[src/rtl/taxi_axis_frame_gen_if.sv]
// AXI4-Stream interface carrying the stream widths as parameters.
// Sources drive everything except tready; sinks drive only tready.
interface taxi_axis_if #(
    parameter int DATA_W  = 8,
    parameter int KEEP_W  = (DATA_W + 7) / 8,
    parameter int LAST_EN = 1,
    parameter int ID_EN   = 0,
    parameter int ID_W    = 8,
    parameter int DEST_W  = 8,
    parameter int USER_W  = 1
) ();
    logic [DATA_W-1:0] tdata;
    logic [KEEP_W-1:0] tkeep;
    logic [KEEP_W-1:0] tstrb;
    logic              tlast;
    logic [ID_W-1:0]   tid;
    logic [DEST_W-1:0] tdest;
    logic [USER_W-1:0] tuser;
    logic              tvalid;
    logic              tready;

    modport src (
        output tdata, tkeep, tstrb, tlast, tid, tdest, tuser, tvalid,
        input  tready
    );

    modport snk (
        input  tdata, tkeep, tstrb, tlast, tid, tdest, tuser, tvalid,
        output tready
    );
endinterface

[src/rtl/taxi_axis_frame_gen.sv]
// AXI4-Stream frame generator: each accepted (len, seed, id) command becomes one frame
// whose payload bytes count up from seed.
module taxi_axis_frame_gen #(
    parameter int LEN_W    = 16,
    parameter int CMD_ID_W = 8
) (
    input  logic                clk,
    input  logic                rst,
    input  logic [LEN_W-1:0]    cmd_len,
    input  logic [7:0]          cmd_seed,
    input  logic [CMD_ID_W-1:0] cmd_id,
    input  logic                cmd_valid,
    output logic                cmd_ready,
    taxi_axis_if.src            m_axis,
    output logic                busy,
    output logic                zero_len,
    output logic [31:0]         frame_cnt
);
    localparam int DATA_W  = m_axis.DATA_W;
    localparam int KEEP_W  = m_axis.KEEP_W;
    localparam int LAST_EN = m_axis.LAST_EN;
    localparam int ID_EN   = m_axis.ID_EN;
    localparam int ID_W    = m_axis.ID_W;

    if (DATA_W != 8 * KEEP_W) begin : g_bad_data_w
        $fatal(1, "taxi_axis_frame_gen: DATA_W must equal 8*KEEP_W");
    end
    if (CMD_ID_W != ID_W) begin : g_bad_id_w
        $fatal(1, "taxi_axis_frame_gen: CMD_ID_W must equal the stream ID_W");
    end

    typedef enum logic [0:0] {StIdle, StSend} state_e;

    state_e              state_q, state_d;
    logic [LEN_W-1:0]    rem_q, rem_d;
    logic [7:0]          base_q, base_d;
    logic [CMD_ID_W-1:0] id_q, id_d;
    logic                tvalid_q, tvalid_d;
    logic [DATA_W-1:0]   tdata_q, tdata_d;
    logic [KEEP_W-1:0]   tkeep_q, tkeep_d;
    logic                last_q, last_d;
    logic                zero_len_q, zero_len_d;
    logic [31:0]         frame_cnt_q, frame_cnt_d;

    logic                accept, xfer, load;
    logic [LEN_W-1:0]    beat_rem;
    logic [7:0]          beat_base;
    logic [DATA_W-1:0]   beat_data;
    logic [KEEP_W-1:0]   beat_keep;
    logic                beat_last;

    assign cmd_ready = (state_q == StIdle) && !rst;
    assign accept    = cmd_valid && cmd_ready;
    assign xfer      = tvalid_q && m_axis.tready;

    // The beat being built comes from the command while idle, from the saved cursor otherwise.
    always_comb begin
        beat_rem  = (state_q == StIdle) ? cmd_len : rem_q;
        beat_base = (state_q == StIdle) ? cmd_seed : base_q;
        beat_data = '0;
        beat_keep = '0;
        for (int i = 0; i < KEEP_W; i++) begin
            if (int'(beat_rem) > i) begin
                beat_keep[i]         = 1'b1;
                beat_data[8*i +: 8] = beat_base + 8'(i);
            end
        end
        beat_last = int'(beat_rem) <= KEEP_W;
    end

    always_comb begin
        state_d     = state_q;
        rem_d       = rem_q;
        base_d      = base_q;
        id_d        = id_q;
        tvalid_d    = tvalid_q;
        tdata_d     = tdata_q;
        tkeep_d     = tkeep_q;
        last_d      = last_q;
        zero_len_d  = 1'b0;
        frame_cnt_d = frame_cnt_q;
        load        = 1'b0;

        unique case (state_q)
            StIdle: begin
                if (accept) begin
                    if (cmd_len == '0) begin
                        zero_len_d = 1'b1;
                    end else begin
                        load    = 1'b1;
                        id_d    = cmd_id;
                        state_d = StSend;
                    end
                end
            end
            StSend: begin
                if (xfer) begin
                    if (last_q) begin
                        state_d     = StIdle;
                        tvalid_d    = 1'b0;
                        tdata_d     = '0;
                        tkeep_d     = '0;
                        last_d      = 1'b0;
                        frame_cnt_d = frame_cnt_q + 32'd1;
                    end else begin
                        load = 1'b1;
                    end
                end
            end
            default: state_d = StIdle;
        endcase

        if (load) begin
            tvalid_d = 1'b1;
            tdata_d  = beat_data;
            tkeep_d  = beat_keep;
            last_d   = beat_last;
            rem_d    = beat_last ? '0 : beat_rem - LEN_W'(KEEP_W);
            base_d   = beat_base + 8'(KEEP_W);
        end
    end

    always_ff @(posedge clk or posedge rst) begin
        if (rst) begin
            state_q     <= StIdle;
            rem_q       <= '0;
            base_q      <= '0;
            id_q        <= '0;
            tvalid_q    <= 1'b0;
            tdata_q     <= '0;
            tkeep_q     <= '0;
            last_q      <= 1'b0;
            zero_len_q  <= 1'b0;
            frame_cnt_q <= '0;
        end else begin
            state_q     <= state_d;
            rem_q       <= rem_d;
            base_q      <= base_d;
            id_q        <= id_d;
            tvalid_q    <= tvalid_d;
            tdata_q     <= tdata_d;
            tkeep_q     <= tkeep_d;
            last_q      <= last_d;
            zero_len_q  <= zero_len_d;
            frame_cnt_q <= frame_cnt_d;
        end
    end

    assign m_axis.tvalid = tvalid_q;
    assign m_axis.tdata  = tdata_q;
    assign m_axis.tkeep  = tkeep_q;
    assign m_axis.tstrb  = tkeep_q;
    assign m_axis.tlast  = (LAST_EN != 0) ? last_q : 1'b0;
    assign m_axis.tid    = (ID_EN != 0) ? id_q : '0;
    assign m_axis.tdest  = '0;
    assign m_axis.tuser  = '0;

    assign busy      = (state_q == StSend);
    assign zero_len  = zero_len_q;
    assign frame_cnt = frame_cnt_q;
endmodule

[src/flat_wrapper.sv]
// flat-port wrapper written by rule: the top's interface ports become plain ports
module taxi_axis_frame_gen_flat 
#(
    parameter int LEN_W    = 16,
    parameter int CMD_ID_W = 8
)
  (clk, rst, cmd_len, cmd_seed, cmd_id, cmd_valid, cmd_ready, busy, zero_len, frame_cnt, m_axis_tdata, m_axis_tkeep, m_axis_tstrb, m_axis_tlast, m_axis_tid, m_axis_tdest, m_axis_tuser, m_axis_tvalid, m_axis_tready);
  taxi_axis_if #(.DATA_W(8), .KEEP_W(1), .LAST_EN(1), .ID_EN(0), .ID_W(8), .DEST_W(8), .USER_W(1)) m_axis_i ();
  input  logic clk;
  input  logic rst;
  input  logic [LEN_W-1:0] cmd_len;
  input  logic [7:0] cmd_seed;
  input  logic [CMD_ID_W-1:0] cmd_id;
  input  logic cmd_valid;
  output logic cmd_ready;
  output logic busy;
  output logic zero_len;
  output logic [31:0] frame_cnt;
  output wire logic [$bits(m_axis_i.tdata)-1:0] m_axis_tdata;
  output wire logic [$bits(m_axis_i.tkeep)-1:0] m_axis_tkeep;
  output wire logic [$bits(m_axis_i.tstrb)-1:0] m_axis_tstrb;
  output wire logic [$bits(m_axis_i.tlast)-1:0] m_axis_tlast;
  output wire logic [$bits(m_axis_i.tid)-1:0] m_axis_tid;
  output wire logic [$bits(m_axis_i.tdest)-1:0] m_axis_tdest;
  output wire logic [$bits(m_axis_i.tuser)-1:0] m_axis_tuser;
  output wire logic [$bits(m_axis_i.tvalid)-1:0] m_axis_tvalid;
  input wire logic [$bits(m_axis_i.tready)-1:0] m_axis_tready;
  assign m_axis_tdata = m_axis_i.tdata;
  assign m_axis_tkeep = m_axis_i.tkeep;
  assign m_axis_tstrb = m_axis_i.tstrb;
  assign m_axis_tlast = m_axis_i.tlast;
  assign m_axis_tid = m_axis_i.tid;
  assign m_axis_tdest = m_axis_i.tdest;
  assign m_axis_tuser = m_axis_i.tuser;
  assign m_axis_tvalid = m_axis_i.tvalid;
  assign m_axis_i.tready = m_axis_tready;
  taxi_axis_frame_gen #(.LEN_W(LEN_W), .CMD_ID_W(CMD_ID_W)) u_core (.clk(clk), .rst(rst), .cmd_len(cmd_len), .cmd_seed(cmd_seed), .cmd_id(cmd_id), .cmd_valid(cmd_valid), .cmd_ready(cmd_ready), .m_axis(m_axis_i), .busy(busy), .zero_len(zero_len), .frame_cnt(frame_cnt));
endmodule
[config.mk]
export PLATFORM = sky130hd
export DESIGN_NAME = taxi_axis_frame_gen_flat
export DESIGN_NICKNAME = d
export VERILOG_FILES = /design/src/rtl/taxi_axis_frame_gen_if.sv /design/src/rtl/taxi_axis_frame_gen.sv /design/src/flat_wrapper.sv
export SDC_FILE = /design/constraint.sdc
export NUM_CORES = 1
export LEC_CHECK = 0
export CELL_PAD_IN_SITES_DETAIL_PLACEMENT = 1
export CELL_PAD_IN_SITES_GLOBAL_PLACEMENT = 1
export CORE_ASPECT_RATIO = 2
export CORE_MARGIN = 5
export CORE_UTILIZATION = 40
export DETAILED_ROUTE_END_ITERATION = 12
export HOLD_SLACK_MARGIN = 0.1
export PLACE_DENSITY_LB_ADDON = 0.1
export RECOVER_POWER = 100
export SYNTH_ARGS = -nofsm -noshare
export SYNTH_HDL_FRONTEND = slang
export SYNTH_SLANG_ARGS = --single-unit
[constraint.sdc]
create_clock -name clk -period 6.7 [get_ports clk]
set_input_delay 1.34 -clock clk [delete_from_list [all_inputs] [get_ports clk]]
set_output_delay 1.34 -clock clk [all_outputs]
set_load 0.01 [all_outputs]
==> results of run 1 <==
[cells by family (layout without fill, tap and decap cells)]
family,Yosys count,count (layout),share of synthesized area [%]
other,1,17,0.08872
and+or+nand+nor,203,203,23.95
xor gates and xnor gates,33,33,6.838
AOI/OAI and AO/OA,95,95,14.59
DFF,69,69,40.85
muxes,25,25,6.069
buffers and inverters,53,109,6.424
adders and majority gates,4,4,1.184
[worst max-delay path: stages]
cell and delay (ps):
dlygate4sd3_1 640, nor4_1 320, nand4_1 210, nor2b_1 210, nor2_1 700, clkbuf_1 880
a21oi_1 180, a221oi_1 350
[sequential cells by signal, indices dropped and copies added (netlist names)]
| signal | count |
|---|---|
| u_core.frame_cnt | 32 |
| u_core.base_q | 8 |
| u_core.m_axis.tvalid | 1 |
| u_core.m_axis.tkeep | 1 |
| u_core.zero_len | 1 |
| u_core.m_axis.tdata | 8 |
| u_core.rem_q | 16 |
| u_core.busy | 1 |
| u_core.m_axis.tlast | 1 |
[metrics by stage]
stage / hold slack, ps / area (um^2) / worst slack [ps] / util, %
floorplan: 438.5 / 4287 / 3540 / -
global placement: 456.4 / 5021 / 2220 / 48.23
detailed placement: 465.1 / 5021 / 2144 / 48.23
CTS: 476.8 / 5368 / 2498 / 51.56
global route: 473.2 / 5354 / 1441 / 51.42
finish: 466.4 / 5354 / 2077 / 51.42
[metal layers]
| metal | GRT usage, % | wire length, um | up-vias |
|---|---|---|---|
| met1 | 19.82 | 4350 | 1891 |
| met3 | 2.781 | 434 | 24 |
| li1 | - | - | 1813 |
| met5 | 0 | 0 | - |
| met4 | 8.652 | 353 | 0 |
| met2 | 39.40 | 7085 | 99 |
[where the power goes]
part | internal (uW) | switching [uW] | leakage (uW)
Combinational | 189 | 267 | 0.00136
Clock | 374 | 185 | 0.000169
Sequential | 496 | 74.0 | 0.000857
[worst max path at each step]
stage / slack (ps) / start / endpoint / cells past startpoint
final: 2080 / cmd_len[13] / u_core.base_q[2] / 8
after global routing: 1440 / rst / u_core.busy / 3
after CTS: 2500 / cmd_len[5] / u_core.rem_q[3] / 6
after detailed placement: 2140 / cmd_len[5] / u_core.rem_q[3] / 6
after global placement: 2220 / cmd_len[5] / u_core.rem_q[13] / 6
after floorplan: 3540 / u_core.busy / u_core.rem_q[8] / 12
[placed cells by master (no fill, tap or decap), drive strengths merged, types with 7 or more instances in the layout]
cell type      Yosys  layout
nor4               8       8
nand3             20      20
nand2             48      48
a22o               7       7
nor3              25      25
inv               16      17
dlygate4sd3        0      49
xor2              10      10
nor2b             18      18
o21ai             26      26
nor2              46      46
o211ai             7       7
o22ai              7       7
clkdlybuf4s50      0      25
dfrtp             69      69
clkbuf            11      13
mux2i             20      20
xnor2             23      23
a21oi             23      23
nand4              9       9
conb               1      17
and3               7       7
[area by class of cell]
type	instances	area, um^2	share of cell area [%]
clock inverters	5	107.6	2.010
clock buffers	10	239.0	4.464
flip-flops and latches	69	1728	32.27
inverters	16	60.06	1.122
well taps	137	171.4	3.202
multi-input cells	377	2288	42.74
repair buffers	78	759.5	14.19
==> impl_metrics.tcl, run 1 <==
set metrics [dict create \
    status "complete, but fails checks" \
    violations "max-capacitance violations, max-slew violations" \
    crit_arrival_ps 4840 \
    rrSetupSlack_ps 2670 \
    cts_resized 0 \
    fp-row-count 53 \
    start_util_pct 40.60 \
    drt_wl_total_mm 12.22 \
    h-tree-depth 3 \
    worstPathRequired_ps 6920 \
    cts_tree "built" \
    rr_worst_depth 6 \
    diodes 0 \
    fmax_mhz 216.3 \
    synth_top_area_cell "dfrtp_1" \
    gr-usage-all-layers_pct 20.15 \
    hold_depth 1 \
    grt_pass1_vias 4062 \
    yosys.cell_count.top_type "dfrtp_1" \
    p_total_uw 1585 \
    cts_sinks 69 \
    routabilityCongestion 0.8139 \
    hold_viol 0 \
    irDropWorstVdd_uv 118.8 \
    grt_max_degree 73 \
    cts_made_buffers 9 \
    hpwlAfterDp_mm 9.129 \
    cp-end-kind "register" \
    slew_headroom_pct -35.97 \
    synth_seq_cells 69 \
    die_x_um 82.69 \
    tns_ps 0 \
    detail-route-antenna-nets 0 \
    clock_skew_ps 5.740 \
    synth_edf_count 0 \
    fp.coreArea_mm2 0.01041 \
    period_share_pct 69.00 \
    die_h_um 155.4 \
    area_delta_synth_final_pct 26.67 \
    nFillCells 1235 \
    synth_top_area_share_pct 40.85 \
    vias 3827 \
    drt-initial-drc-count 105 \
    die_area_mm2 0.01285 \
    synthTopCellsByCount "dfrtp_1, nand2_1, nor2_1, nor3_1" \
    p_per_area_mw_per_mm2 296.1 \
    portBuffers 74 \
    ys_types 54 \
    hold_path.startpoint "u_core.frame_cnt[31]" \
    cts-root-buf "clkbuf_16" \
    max_cap_violations 1 \
    overflow 0 \
    rsz0062_at_grt "no" \
    placed_cells_incl_taps 677 \
    antenna_found_initial 0 \
    firstDrtPassIters 4 \
    io-pin-count 100 \
    timing.rr.end "u_core.rem_q[3]" \
    syn_inst 483 \
    wl_per_cell_um 17.66 \
    synth_area_leaders "dfrtp_1, xnor2_1, mux2i_1" \
    fin_cells 692 \
    async_flop_share_pct 100.0 \
    ys_seq_area_share_pct 40.85 \
    post-route-min-period_ps 4623 \
    synth_flop_cell "dfrtp_1" \
    synth.avg_cell_area_um2 8.751 \
    hold_end "u_core.frame_cnt[31]" \
    worst_pin_slew_ps 2040 \
    setup_viol 0 \
    post_cts.repair.setup_buffers 0 \
    clock_latency_ps 330 \
    start_kind "input port" \
    nets 591 \
    ys_warn_count 0 \
    via_per_inst 5.530 \
    reg2reg_from "u_core.busy" \
    cts_buffer_depth 2 \
    hp-class "reg -> reg" \
    critPathKind "in -> reg" \
    drc_errors 0 \
    ctsHoldBuffers 0 \
    drive_gt1_share_pct 4.865 \
    slew_viol_final 36 \
    grt_pass1_wl_mm 19.95 \
    synth_area_mm2 0.004227 \
    path_max_fanout 24 \
    total_leakage_power_uw 0.002388 \
    path_clk_slew_ps 60 \
]
(Power assumes the default switching activity.)
==> run 2, diff against run 1 <==
- CORE_UTILIZATION: 40 -> 37
- clock period: 6.7 -> 4.8 ns (I/O delays scaled with it)
==> run 2 against run 1 <==
The flow now finishes without violations. Non-clock buffer count increased by 4. Largest power group unchanged. Total power increased by 39%. Cell area increased by 0.56%. Clock-buffer cell count decreased by 1. Final cell count increased by 1.3%. Register-to-register slack got worse by 1700 ps. Combinational power increased by 36%. Die area increased by 7.3%. Clock skew increased by 1.5 ps. Worst hold slack improved by 5.1 ps. Routed wire length decreased by 0.71%.
==> impl_metrics.tcl, run 2 (same netlist as run 1, synthesis figures left out) <==
set metrics [dict create \
    status "completed" \
    die_area_mm2 0.01379 \
    slew_viol_final 0 \
    tns_ps 0 \
    gr-usage-all-layers_pct 17.92 \
    cts-root-buf "clkbuf_16" \
    fp.coreArea_mm2 0.01129 \
    critPathKind "reg -> reg" \
    drc_errors 0 \
    clock_skew_ps 7.224 \
    cp-end-kind "register" \
    path_max_fanout 49 \
    cts_tree "built" \
    drt_wl_total_mm 12.14 \
    clock_latency_ps 330 \
    setup_viol 0 \
    hold_path.startpoint "u_core.m_axis.tdata[7]" \
    via_per_inst 5.451 \
    cts_sinks 69 \
    cts_resized 0 \
    firstDrtPassIters 4 \
    worst_pin_slew_ps 1439 \
    crit_arrival_ps 4010 \
    die_h_um 161.2 \
    max_cap_violations 0 \
    detail-route-antenna-nets 0 \
    start_util_pct 37.45 \
    nets 595 \
    cts_made_buffers 9 \
    timing.rr.end "u_core.rem_q[9]" \
    hold_end "u_core.m_axis.tdata[7]" \
    period_share_pct 79.12 \
    ctsHoldBuffers 0 \
    routabilityCongestion 0.8140 \
    grt_pass1_wl_mm 19.89 \
    worstPathRequired_ps 5020 \
    hpwlAfterDp_mm 9.178 \
    area_delta_synth_final_pct 27.38 \
    rsz0062_at_grt "no" \
    cts_buffer_depth 2 \
    reg2reg_from "u_core.busy" \
    die_x_um 85.58 \
    hp-class "reg -> reg" \
    h-tree-depth 3 \
    fin_ws_ps 1002 \
    fmax_mhz 263.3 \
    hold_depth 2 \
    fp-row-count 55 \
    final_common_cell "dfrtp_1" \
    grt_pass1_vias 4095 \
    seq_area_mm2 0.001727 \
    grt_max_degree 50 \
    start_kind "register" \
    nFillCells 1341 \
    hold_viol 0 \
    portBuffers 74 \
    antenna_found_initial 0 \
    path_clk_slew_ps 60 \
    post_cts.repair.setup_buffers 0 \
    final_cell_mix "dfrtp_1, dlygate4sd3_1, nand2_1" \
    largest_reg_flops 32 \
    overflow 0 \
    vias 3821 \
    post-route-min-period_ps 3798 \
    rr_worst_depth 8 \
    p_per_area_mw_per_mm2 408.6 \
    place_ws_ps 1003 \
    rrSetupSlack_ps 1000 \
    wl_per_cell_um 17.31 \
    drive_gt1_share_pct 5.725 \
    total_leakage_power_uw 0.002404 \
    slew_headroom_pct 4.042 \
    diodes 0 \
    drt-initial-drc-count 109 \
    io-pin-count 100 \
    irDropWorstVdd_uv 195.4 \
    multi_input_area_mm2 0.002291 \
]
==> run 2: power by group <==
group | switching (uW) | internal, uW
sequential | 122 | 691
combinational | 354 | 269
clock | 259 | 506
total | 734 | 1470
==> run 2: cell type report <==
type	instances	area share [%]
clock inverter	6	2.092
sequential	69	32.07
multi-input combinational	377	42.55
inverter	16	1.116
timing repair buffer	82	14.69
tap	142	3.300
clock buffer	9	4.183
==> run 2: worst max-delay path by stage <==
| stage | cells after the start | endpoint | from |
|---|---|---|---|
| after floorplan | 12 | u_core.rem_q[8] | u_core.busy |
| after global placement | 8 | u_core.rem_q[9] | cmd_len[9] |
| after detailed placement | 8 | u_core.rem_q[9] | cmd_len[9] |
| after CTS | 8 | u_core.rem_q[9] | cmd_len[9] |
| after global routing | 9 | u_core.base_q[6] | u_core.busy |
| final | 8 | u_core.rem_q[9] | u_core.busy |
==> run 2: worst max-delay path, stage by stage (launching register included) <==
cell,delay [ps]
dfrtp_1,1290
buf_4,460
nor2_1,100
nand2_1,100
nor2b_1,90
nor2_2,690
clkbuf_1,550
o22ai_1,190
a22o_1,210
==> run 2: metal layers <==
layer / wire, um / global-route usage [%] / part of all wire, %
met1: 4425 / 17.51 / 36
met2: 7075 / 36.30 / 58
met3: 389 / 2.654 / 3.2
met4: 246 / 6.412 / 2.0
met5: 0 / 0 / 0
==> run 2: stage by stage <==
stage	std cells	hold slack, ps	utilization [%]	instance area, um^2	total power (uW)
detailed placement	686	469.7	44.81	5057	1480
finish	701	471.4	47.71	5384	2200
CTS	701	480.0	47.80	5395	2254
global placement	686	454.6	44.81	5057	1445
global route	701	496.6	47.71	5384	2341
floorplan	499	438.5	-	4287	1222
